**config.mk**
```make
export PLATFORM = sky130hd
export DESIGN_NAME = sevseg_scan_ctrl_flat
export DESIGN_NICKNAME = d
export VERILOG_FILES = /design/src/rtl/sevseg_pkg.sv /design/src/rtl/sevseg_scan_ctrl_if.sv /design/src/rtl/sevseg_hex_decode.sv /design/src/rtl/sevseg_scan_ctrl.sv /design/src/flat_wrapper.sv
export SDC_FILE = /design/constraint.sdc
export NUM_CORES = 1
export LEC_CHECK = 0
export CORE_UTILIZATION = 60
export CTS_CLUSTER_DIAMETER = 80
export DETAILED_ROUTE_END_ITERATION = 10
export PLACE_DENSITY = 0.94
export SETUP_SLACK_MARGIN = 0.05
export SLEW_MARGIN = 20
export SYNTH_ARGS = -nofsm -noshare
export SYNTH_HDL_FRONTEND = slang
export SYNTH_SLANG_ARGS = --single-unit
```
**constraint.sdc**
```tcl
create_clock -name clk_core -period 8.8 [get_ports clk_core]
set_input_delay 0.88 -clock clk_core [delete_from_list [all_inputs] [get_ports clk_core]]
set_output_delay 0.88 -clock clk_core [all_outputs]
set_load 0.02 [all_outputs]
```
**src/rtl/sevseg_pkg.sv**
```systemverilog
// sevseg_pkg: shared font table, segment width and anode one-hot helper for the seven-segment scanner
package sevseg_pkg;

    localparam int SEG_W = 7;

    // Active-high a..g patterns, index = hex nibble (entry 0 is the rightmost in this list)
    localparam logic [15:0][SEG_W-1:0] FONT = {
        7'h71, 7'h79, 7'h5E, 7'h39, 7'h7C, 7'h77, 7'h6F, 7'h7F,
        7'h07, 7'h7D, 7'h6D, 7'h66, 7'h4F, 7'h5B, 7'h06, 7'h3F
    };

    function automatic logic [15:0] onehot_an(input logic [3:0] idx);
        return 16'(1) << idx;
    endfunction

endpackage

```
**src/rtl/sevseg_scan_ctrl_if.sv**
```systemverilog
// sevseg_scan_ctrl_if: valid/ready value-load bus into the seven-segment scanner
interface sevseg_scan_ctrl_if #(
    parameter int NUM_DIGITS = 8
);
    logic [4*NUM_DIGITS-1:0] i_value;
    logic                    i_valid;
    logic                    o_ready;
    logic [NUM_DIGITS-1:0]   i_dp;
    logic [NUM_DIGITS-1:0]   i_blank;

    modport master (output i_value, i_valid, i_dp, i_blank, input o_ready);
    modport slave  (input i_value, i_valid, i_dp, i_blank, output o_ready);
endinterface

```
**src/rtl/sevseg_hex_decode.sv**
```systemverilog
// sevseg_hex_decode: combinational hex nibble to active-high a..g segment pattern
module sevseg_hex_decode
    import sevseg_pkg::*;
(
    input  logic [3:0]       i_nib,
    output logic [SEG_W-1:0] o_seg
);
    assign o_seg = FONT[i_nib];
endmodule

```
**src/rtl/sevseg_scan_ctrl.sv**
```systemverilog
// sevseg_scan_ctrl: multiplexed seven-segment scanner with dead time, tear-free frame-boundary
// updates and selectable polarity. Define SEVSEG_LZ_SUPPRESS_EN to blank leading zero digits.
module sevseg_scan_ctrl
    import sevseg_pkg::*;
#(
    parameter int NUM_DIGITS     = 8,
    parameter int PRESCALE       = 1024,
    parameter int DEAD_CYCLES    = 4,
    parameter int ACTIVE_LOW_SEG = 1,
    parameter int ACTIVE_LOW_AN  = 1
) (
    input  logic                  clk_core,
    input  logic                  rstn,
    sevseg_scan_ctrl_if.slave     s_bus,
    input  logic                  i_enable,
    output logic [NUM_DIGITS-1:0] o_an,
    output logic [SEG_W-1:0]      o_seg,
    output logic                  o_dp,
    output logic                  o_frame
);
    localparam int CW = $clog2(PRESCALE);
    localparam int IW = (NUM_DIGITS > 1) ? $clog2(NUM_DIGITS) : 1;
    localparam logic [CW-1:0]         CNT_MAX = CW'(PRESCALE - 1);
    localparam logic [CW-1:0]         DEAD    = CW'(DEAD_CYCLES);
    localparam logic [IW-1:0]         IDX_MAX = IW'(NUM_DIGITS - 1);
    localparam logic [NUM_DIGITS-1:0] AN_OFF  = (ACTIVE_LOW_AN != 0) ? '1 : '0;
    localparam logic [SEG_W-1:0]      SEG_OFF = (ACTIVE_LOW_SEG != 0) ? '1 : '0;
    localparam logic                  DP_OFF  = (ACTIVE_LOW_SEG != 0);

    logic [CW-1:0]                 r_cnt;
    logic [IW-1:0]                 r_idx;
    logic [NUM_DIGITS-1:0][3:0]    r_disp_val, r_pend_val;
    logic [NUM_DIGITS-1:0]         r_disp_dp, r_pend_dp, r_disp_blank, r_pend_blank;
    logic                          r_pend_vld;
    logic [NUM_DIGITS-1:0]         r_an;
    logic [SEG_W-1:0]              r_seg;
    logic                          r_dp;
    logic                          r_frame;

    logic                          w_tick, w_bound, w_load, w_capture, w_on;
    logic [CW-1:0]                 w_cnt_nx;
    logic [IW-1:0]                 w_idx_nx;
    logic [NUM_DIGITS-1:0][3:0]    w_disp_val_nx;
    logic [NUM_DIGITS-1:0]         w_disp_dp_nx, w_disp_blank_nx, w_lz, w_blank_eff;
    logic [15:0]                   w_oh;
    logic [NUM_DIGITS-1:0]         w_an_hi;
    logic [3:0]                    w_nib;
    logic [SEG_W-1:0]              w_font;

    assign w_tick    = (r_cnt == CNT_MAX);
    assign w_bound   = w_tick && (r_idx == IDX_MAX);
    assign w_load    = w_bound && r_pend_vld;
    assign w_capture = s_bus.i_valid && !r_pend_vld;
    assign w_cnt_nx  = w_tick ? '0 : r_cnt + 1'b1;
    assign w_idx_nx  = !w_tick ? r_idx : (r_idx == IDX_MAX) ? '0 : r_idx + 1'b1;

    // Outputs look at the display contents as they will be after this edge, so a new
    // value shows from the first cycle of the new frame.
    assign w_disp_val_nx   = w_load ? r_pend_val   : r_disp_val;
    assign w_disp_dp_nx    = w_load ? r_pend_dp    : r_disp_dp;
    assign w_disp_blank_nx = w_load ? r_pend_blank : r_disp_blank;

`ifdef SEVSEG_LZ_SUPPRESS_EN
    // A digit above the most-significant nonzero nibble is dark; digit 0 always shows
    always_comb begin
        logic v_seen;
        v_seen = 1'b0;
        w_lz   = '0;
        for (int k = NUM_DIGITS - 1; k > 0; k--) begin
            v_seen  = v_seen | (w_disp_val_nx[k] != 4'h0);
            w_lz[k] = !v_seen;
        end
    end
`else
    assign w_lz = '0;
`endif

    assign w_blank_eff = w_disp_blank_nx | w_lz;
    assign w_on        = (w_cnt_nx >= DEAD) && i_enable && !w_blank_eff[w_idx_nx];
    assign w_oh        = onehot_an(4'(w_idx_nx));
    assign w_an_hi     = w_on ? w_oh[NUM_DIGITS-1:0] : '0;
    assign w_nib       = w_disp_val_nx[w_idx_nx];

    sevseg_hex_decode u_dec (
        .i_nib (w_nib),
        .o_seg (w_font)
    );

    // Prescaler and digit index scan continuously, independent of enable and handshake
    always_ff @(posedge clk_core or negedge rstn) begin
        if (!rstn) begin
            r_cnt <= '0;
            r_idx <= '0;
        end else begin
            r_cnt <= w_cnt_nx;
            r_idx <= w_idx_nx;
        end
    end

    // Pending slot accepts one value; it moves to the display only at a frame boundary
    always_ff @(posedge clk_core or negedge rstn) begin
        if (!rstn) begin
            r_pend_val   <= '0;
            r_pend_dp    <= '0;
            r_pend_blank <= '0;
            r_pend_vld   <= 1'b0;
            r_disp_val   <= '0;
            r_disp_dp    <= '0;
            r_disp_blank <= '0;
        end else if (w_load) begin
            r_disp_val   <= r_pend_val;
            r_disp_dp    <= r_pend_dp;
            r_disp_blank <= r_pend_blank;
            r_pend_vld   <= 1'b0;
        end else if (w_capture) begin
            r_pend_val   <= s_bus.i_value;
            r_pend_dp    <= s_bus.i_dp;
            r_pend_blank <= s_bus.i_blank;
            r_pend_vld   <= 1'b1;
        end
    end

    // Registered pin drive; XOR with the inactive level applies the polarity
    always_ff @(posedge clk_core or negedge rstn) begin
        if (!rstn) begin
            r_an    <= AN_OFF;
            r_seg   <= SEG_OFF;
            r_dp    <= DP_OFF;
            r_frame <= 1'b0;
        end else begin
            r_an    <= w_an_hi ^ AN_OFF;
            r_seg   <= (w_on ? w_font : '0) ^ SEG_OFF;
            r_dp    <= (w_on && w_disp_dp_nx[w_idx_nx]) ^ DP_OFF;
            r_frame <= w_bound;
        end
    end

    assign s_bus.o_ready = !r_pend_vld;
    assign o_an          = r_an;
    assign o_seg         = r_seg;
    assign o_dp          = r_dp;
    assign o_frame       = r_frame;

endmodule
```
**src/flat_wrapper.sv**
```systemverilog
// flat-port wrapper written by rule: the top's interface ports become plain ports
module sevseg_scan_ctrl_flat import sevseg_pkg::*;
#(
    parameter int NUM_DIGITS     = 8,
    parameter int PRESCALE       = 1024,
    parameter int DEAD_CYCLES    = 4,
    parameter int ACTIVE_LOW_SEG = 1,
    parameter int ACTIVE_LOW_AN  = 1
)
  (clk_core, rstn, i_enable, o_an, o_seg, o_dp, o_frame, s_bus_i_value, s_bus_i_valid, s_bus_i_dp, s_bus_i_blank, s_bus_o_ready);
  sevseg_scan_ctrl_if #(.NUM_DIGITS(NUM_DIGITS)) s_bus_i ();
  input  logic clk_core;
  input  logic rstn;
  input  logic i_enable;
  output logic [NUM_DIGITS-1:0] o_an;
  output logic [SEG_W-1:0] o_seg;
  output logic o_dp;
  output logic o_frame;
  input wire logic [$bits(s_bus_i.i_value)-1:0] s_bus_i_value;
  input wire logic [$bits(s_bus_i.i_valid)-1:0] s_bus_i_valid;
  input wire logic [$bits(s_bus_i.i_dp)-1:0] s_bus_i_dp;
  input wire logic [$bits(s_bus_i.i_blank)-1:0] s_bus_i_blank;
  output wire logic [$bits(s_bus_i.o_ready)-1:0] s_bus_o_ready;
  assign s_bus_i.i_value = s_bus_i_value;
  assign s_bus_i.i_valid = s_bus_i_valid;
  assign s_bus_i.i_dp = s_bus_i_dp;
  assign s_bus_i.i_blank = s_bus_i_blank;
  assign s_bus_o_ready = s_bus_i.o_ready;
  sevseg_scan_ctrl #(.NUM_DIGITS(NUM_DIGITS), .PRESCALE(PRESCALE), .DEAD_CYCLES(DEAD_CYCLES), .ACTIVE_LOW_SEG(ACTIVE_LOW_SEG), .ACTIVE_LOW_AN(ACTIVE_LOW_AN)) u_core (.clk_core(clk_core), .rstn(rstn), .s_bus(s_bus_i), .i_enable(i_enable), .o_an(o_an), .o_seg(o_seg), .o_dp(o_dp), .o_frame(o_frame));
endmodule
```
==> impl_metrics.py, run 1 <==
metrics = {
    "run_status": {
        "status": "complete, no violations",
    },
    "timing": {
        "slew_violations": 0,
        "min_period_ps": 3950,
        "setup_viol": 0,
        "holdWs_ps": 386,
        "skew_ps": 8.01,
        "period_share_pct": 44.9,
        "slew_headroom_pct": 40.8,
        "fin_tns_setup_ps": 0,
        "hold_violations": 0,
        "worst_pin_slew_ps": 888,
        "max_freq_mhz": 253,
        "grt_setup_unrepaired": "false",
    },
    "grt": {
        "grt_max_degree": 76,
        "grt_antenna_before_repair": 0,
        "overflow": 0,
        "grt_pass1_vias": 4115,
        "grt_pass1_wl_mm": 21.1,
        "grt_usage_pct": 28.9,
    },
    "detailed_routing": {
        "drt-vias-per-instance": 5.90,
        "wl_met1_mm": 5.09,
        "drtIter0Drc": 276,
        "post_drt_wl_per_cell_um": 19.7,
        "highest_layer": "met4",
        "drt-total-wl_mm": 13.1,
        "via_count": 3925,
        "first_pass_iters": 5,
        "wl_met3_um": 909,
        "ant_nets": 0,
        "post-route-drc-count": 0,
        "met2WireLength_mm": 6.73,
    },
    "logic_synthesis": {
        "synth-async-reset-ratio_pct": 100,
        "synth.distinct_cells": 66,
        "avgSynthCellArea_sq_um": 12.6,
        "ys_warn_count": 0,
        "yosys.area.top_type_share_pct": 48.5,
        "syn_area_sq_um": 5730,
        "postSynthCellCount": 455,
        "yosysSeqAreaShare_pct": 55.8,
        "ys.flop_type": "dfrtp_1",
        "synth_area_leaders": "dfrtp_1 (48%), mux2_2 (15%), dfstp_2 (7.3%), nand2_1 (5.0%), ha_1 (2.2%)",
        "yosys.area.top_type": "dfrtp_1",
        "synth_fp_nets": 517,
        "synth-seq-cells": 127,
        "synth-edff-count": 0,
    },
    "hold_path": {
        "min_path_type": "input pin to asynchronous set/reset pin",
    },
    "clock_network": {
        "insertion_delay_ps": 520,
        "cts_tree": "built",
        "cts-buffers-inserted": 17,
        "clock_path_buffers": 2,
        "hold_buffers": 0,
        "cts_resized": 0,
        "postCtsSetupRepairBufs": 0,
        "h-tree-depth": 4,
        "path_clk_slew_ps": 60,
        "cts-root-buf": "clkbuf_8",
        "cts_sinks": 127,
    },
    "finish": {
        "final_area_sq_um": 7080,
        "fin_util_pct": 76.6,
        "nNetsFinal": 585,
        "drive_above_1_share_pct": 28.7,
        "diodes": 0,
        "area_growth_syn_to_layout_pct": 23.5,
    },
    "setup_path": {
        "path_class": "flop to flop",
        "r2r_start": "u_core.r_cnt[0]",
        "critPathLaunchType": "flop",
        "end_kind": "flop",
        "rr_worst_depth": 11,
        "cp.arrival_ps": 4400,
        "required_ps": 9250,
        "worstReg2RegEnd": "u_core.o_seg[6]",
        "path_max_fanout": 40,
        "reg2reg_slack_ps": 4850,
    },
    "floorplanning": {
        "die_x_um": 99.7,
        "core_sq_um": 9240,
        "std_cell_rows": 35,
        "io_pins": 70,
        "start_util_pct": 62.0,
        "dieArea_sq_um": 9940,
        "die_h_um": 99.7,
    },
    "placed_design": {
        "gp_congestion": 0.927,
        "place.detailed.hpwl_mm": 8.27,
        "portBuffers": 69,
        "dpl_cell_area_sq_um": 6450,
    },
    "power_and_ir_drop": {
        "leakage_nw": 3.22,
        "irDropWorstVdd_mv": 0.133,
        "finalPower_mw": 1.44,
        "cellPowerDensity_nw_per_um2": 203,
    },
    "job": {
        "maxCapViolCount": 0,
    },
}
layout by cell type (no fill, tap or decap), types with 6 or more instances in the layout:
| master | netlist | final |
|---|---|---|
| clkbuf_16 | 0 | 16 |
| clkdlybuf4s50_1 | 0 | 68 |
| dfrtp_1 | 111 | 111 |
| dfstp_2 | 16 | 16 |
| ha_1 | 10 | 10 |
| inv_1 | 6 | 6 |
| mux2_2 | 76 | 76 |
| mux2i_1 | 8 | 8 |
| nand2_1 | 76 | 76 |
| nand3_1 | 9 | 9 |
| nor2_1 | 12 | 12 |
| o21ai_0 | 6 | 6 |
| xnor2_1 | 6 | 6 |
worst max path at each step:
stage                                from               to  slack, ps
final                     u_core.r_cnt[0]  u_core.o_seg[6]       4850
after global routing      u_core.r_cnt[0]  u_core.o_seg[3]       4650
after CTS                 u_core.r_cnt[0]  u_core.o_seg[6]       4890
after detailed placement  u_core.r_cnt[0]  u_core.o_seg[6]       4940
after global placement    u_core.r_cnt[0]  u_core.o_seg[6]       5170
after floorplan           u_core.r_idx[0]  u_core.o_seg[6]       5540
Yosys cell counts (all sizes together), types with 3 or more instances:
cell / instances
o21ai: 8
nor3: 6
and2: 5
inv: 9
clkbuf: 5
dfrtp: 111
and4: 4
xor2: 3
buf: 18
ha: 10
xnor2: 6
o22ai: 4
a31oi: 6
o211ai: 5
mux2i: 8
a221oi: 4
o31ai: 3
dfstp: 16
nand4: 5
nand2: 76
nor2: 16
mux2: 81
nor4: 4
a221o: 3
nand3: 9
where the power goes:
group | internal (mW) | switching [mW]
clock network | 0.466 | 0.273
registers | 0.613 | 0.0170
logic | 0.0422 | 0.0255
total | 1.12 | 0.315
cell type report:
class,count,area (sq um)
Sequential cell,127,3200
Multi-Input combinational cell,295,2340
Fill cell,529,2160
Timing Repair Buffer,72,711
Clock buffer,18,418
Clock inverter,14,206
Tap cell,129,161
Inverter,10,37.5
flip-flops by register name, summed over array words and instances (netlist names):
signal and count:
u_core.o_seg 7, u_core.r_disp_blank 8, u_core.r_pend_val 32, u_core.r_pend_vld 1, u_core.r_pend_dp 8, u_core.r_pend_blank 8
u_core.r_disp_dp 8, u_core.o_an 8, u_core.o_dp 1, u_core.o_frame 1, u_core.r_cnt 10, u_core.r_disp_val 32
u_core.r_idx 3
logic make-up after synthesis:
kind of cell,share of synthesized area [%]
AOI/OAI and AO/OA,7.16
xor gates and xnor gates,1.38
DFF,55.8
muxes,17.9
adders and majority gates,2.18
buffers and inverters,3.41
and+or+nand+nor,12.1
critical path: stages, from the launching register on:
cell	delay, ps
dfrtp_1	410
ha_1	310
and4_1	410
nand4_4	590
mux2_2	540
nor2_1	150
a31oi_1	60
mux4_2	530
ha_1	250
or3b_1	210
o21ai_0	100
a221o_1	300
stage by stage:
step / instances / worst slack [ps]
2_1_floorplan: 455 / 5540
3_3_place_gp: 633 / 5170
4_1_cts: 665 / 4890
3_5_place_dp: 633 / 4940
5_1_grt: 665 / 4650
6_report: 665 / 4850
per-layer routing:
| metal | vias to the layer above | global-route usage (%) |
|---|---|---|
| met1 | 1935 | 33.4 |
| li1 | 1760 | - |
| met5 | - | 0 |
| met3 | 41 | 8.92 |
| met4 | 0 | 13.7 |
| met2 | 189 | 49.0 |
Note: power is estimated with default switching activity, not from simulation.
==> inputs of run 2 (changes only) <==
Settings changed: CORE_UTILIZATION 60 to 56, PLACE_DENSITY 0.94 to 0.89.
Clock period 8.8 ns to 3.7 ns, I/O delays scaled along.
==> impl_metrics.py, run 2 (synthesis results as in run 1) <==
metrics = {
    "floorplanning": {
        "std_cell_rows": 36,
        "start_util_pct": 58.1,
        "io_pins": 70,
        "core_sq_um": 9860,
        "die_h_um": 103,
        "die_x_um": 103,
        "dieArea_sq_um": 10600,
    },
    "job": {
        "maxCapViolCount": 0,
    },
    "setup_path": {
        "path_max_fanout": 6,
        "end_kind": "flop",
        "slowest_stage": "or3b_2",
        "cp.arrival_ps": 4030,
        "cp_cell_sequence": "ha_1 -> ha_2 -> or3b_2 -> nor4_4 -> nor2_4 -> clkinv_4 -> mux2i_1 -> mux2_1 -> o22ai_4 -> ha_4 -> or3b_1 -> o21ai_0 -> a221o_1",
        "critPathLaunchType": "flop",
        "crit_start": "u_core.r_idx[0]",
        "r2r_start": "u_core.r_idx[0]",
        "path_class": "flop to flop",
        "critPathMaxStageDelay_ps": 510,
        "required_ps": 4170,
    },
    "finish": {
        "final-seq-area_sq_um": 3200,
        "reg_top3": "u_core.r_disp_val: 32 flops, u_core.r_pend_val: 32 flops, u_core.r_cnt: 10 flops",
        "n_fill_cell": 647,
        "drive_above_1_share_pct": 32.7,
        "nNetsFinal": 603,
        "final_area_sq_um": 7200,
        "multi_input_area_sq_um": 2400,
        "area_growth_syn_to_layout_pct": 25.6,
        "fin_util_pct": 72.9,
        "diodes": 0,
        "layout_common_cells": "dfrtp_1 (109), nand2_1 (76), mux2_2 (76)",
        "final_common_cell": "dfrtp_1",
    },
    "placed_design": {
        "place.detailed.hpwl_mm": 8.30,
        "dpl_cell_area_sq_um": 6500,
        "gp_congestion": 0.957,
        "portBuffers": 69,
        "dpl_worst_slack_ps": 88.7,
    },
    "detailed_routing": {
        "post_drt_wl_per_cell_um": 19.1,
        "first_pass_iters": 5,
        "drt-total-wl_mm": 13.1,
        "drtIter0Drc": 218,
        "drt-vias-per-instance": 5.91,
        "ant_nets": 0,
        "via_count": 4057,
        "post-route-drc-count": 0,
    },
    "timing": {
        "fin_ws_ps": 137,
        "slew_violations": 0,
        "hold_violations": 0,
        "min_period_ps": 3560,
        "worst_pin_slew_ps": 818,
        "max_freq_mhz": 281,
        "setup_viol": 0,
        "slew_headroom_pct": 45.5,
        "period_share_pct": 96.3,
        "skew_ps": 8.60,
        "grt_setup_unrepaired": "false",
        "fin_tns_setup_ps": 0,
    },
    "clock_network": {
        "cts-buffers-inserted": 17,
        "cts_sinks": 127,
        "cts-root-buf": "clkbuf_8",
        "path_clk_slew_ps": 70,
        "cts_tree": "built",
        "clock_path_buffers": 2,
        "insertion_delay_ps": 530,
        "h-tree-depth": 4,
    },
    "power_and_ir_drop": {
        "irDropWorstVdd_mv": 0.331,
        "finalPower_mw": 3.21,
        "leakage_nw": 3.26,
        "cellPowerDensity_nw_per_um2": 447,
    },
    "grt": {
        "grt_pass1_wl_mm": 20.4,
        "grt_antenna_before_repair": 0,
        "grt_pass1_vias": 4035,
        "overflow": 0,
        "grt_usage_pct": 26.3,
        "grt_max_degree": 66,
    },
    "hold_path": {
        "min_path_type": "input pin to flop",
        "min-delay-start": "s_bus_i_dp[0]",
    },
    "run_status": {
        "status": "complete, no violations",
    },
}
[run 2: cell types whose count changed in the layout (fill, tap and decap cells not counted), moves of 3 or more]
| cell | delta |
|---|---|
| and4_2 | +3 |
| buf_4 | +15 |
| bufinv_16 | -4 |
| ha_2 | +3 |
| inv_6 | +3 |
| ha_1 | -4 |
[run 2: worst max-delay path: cells and delay by family, from the launching register on]
| family | cells | cell delay, ps |
|---|---|---|
| buffers and inverters | 1 | 90 |
| DFF | 1 | 450 |
| and+or+nand+nor | 4 | 1370 |
| muxes | 2 | 430 |
| AOI/OAI and AO/OA | 3 | 550 |
| adders and majority gates | 3 | 610 |
[run 2: layer usage]
| metal | up-vias | share of wire (%) | track usage [%] |
|---|---|---|---|
| li1 | 1801 | - | - |
| met5 | - | 0 | 0 |
| met2 | 187 | 49 | 43.4 |
| met4 | 0 | 3.4 | 13.9 |
| met1 | 2031 | 42 | 32.4 |
| met3 | 38 | 5.7 | 5.90 |
[run 2: metrics by stage]
stage,cells,hold slack [ps]
3_5_place_dp,643,454
2_1_floorplan,455,74.4
6_report,687,445
3_3_place_gp,643,438
5_1_grt,687,436
4_1_cts,676,429
[run 2: final timing paths]
| kind | to | slack, ps | cells after the start |
|---|---|---|---|
| max | u_core.o_seg[6] | 140 | 13 |
| min | u_core.r_pend_dp[0] | 450 | 2 |
| max reg2reg | u_core.o_seg[6] | 140 | 13 |
| min reg2reg | u_core.r_disp_dp[7] | 470 | 2 |
| max in group asynchronous | u_core.r_disp_val[12] | 2280 | 3 |
| min in group asynchronous | u_core.r_pend_val[30] | 480 | 2 |
[run 2: where the power goes]
part | internal (mW) | switching (mW) | leakage (nW)
combinational | 0.102 | 0.0607 | 1.38
clock | 0.855 | 0.699 | 0.265
sequential | 1.46 | 0.0395 | 1.62
total | 2.41 | 0.799 | 3.26
[run 2: final cells by class]
class	instances	area share, %
timing repair buffer	88	11.6
clock inverter	15	1.98
multi-input combinational	297	33.3
clock buffer	17	5.76
inverter	10	0.591
tap	133	2.31
sequential	127	44.5
[run 2: timing repair]
| item | CTS | global route |
|---|---|---|
| buffers inserted | 0 | 9 |
| setup endpoints to repair | 2 | 4 |
| hold buffers | 1 | 0 |
| resized for setup | 2 | 12 |
| pin swaps | 0 | 5 |
| cloned | 0 | 2 |
| hold endpoints to repair | 55 | 0 |
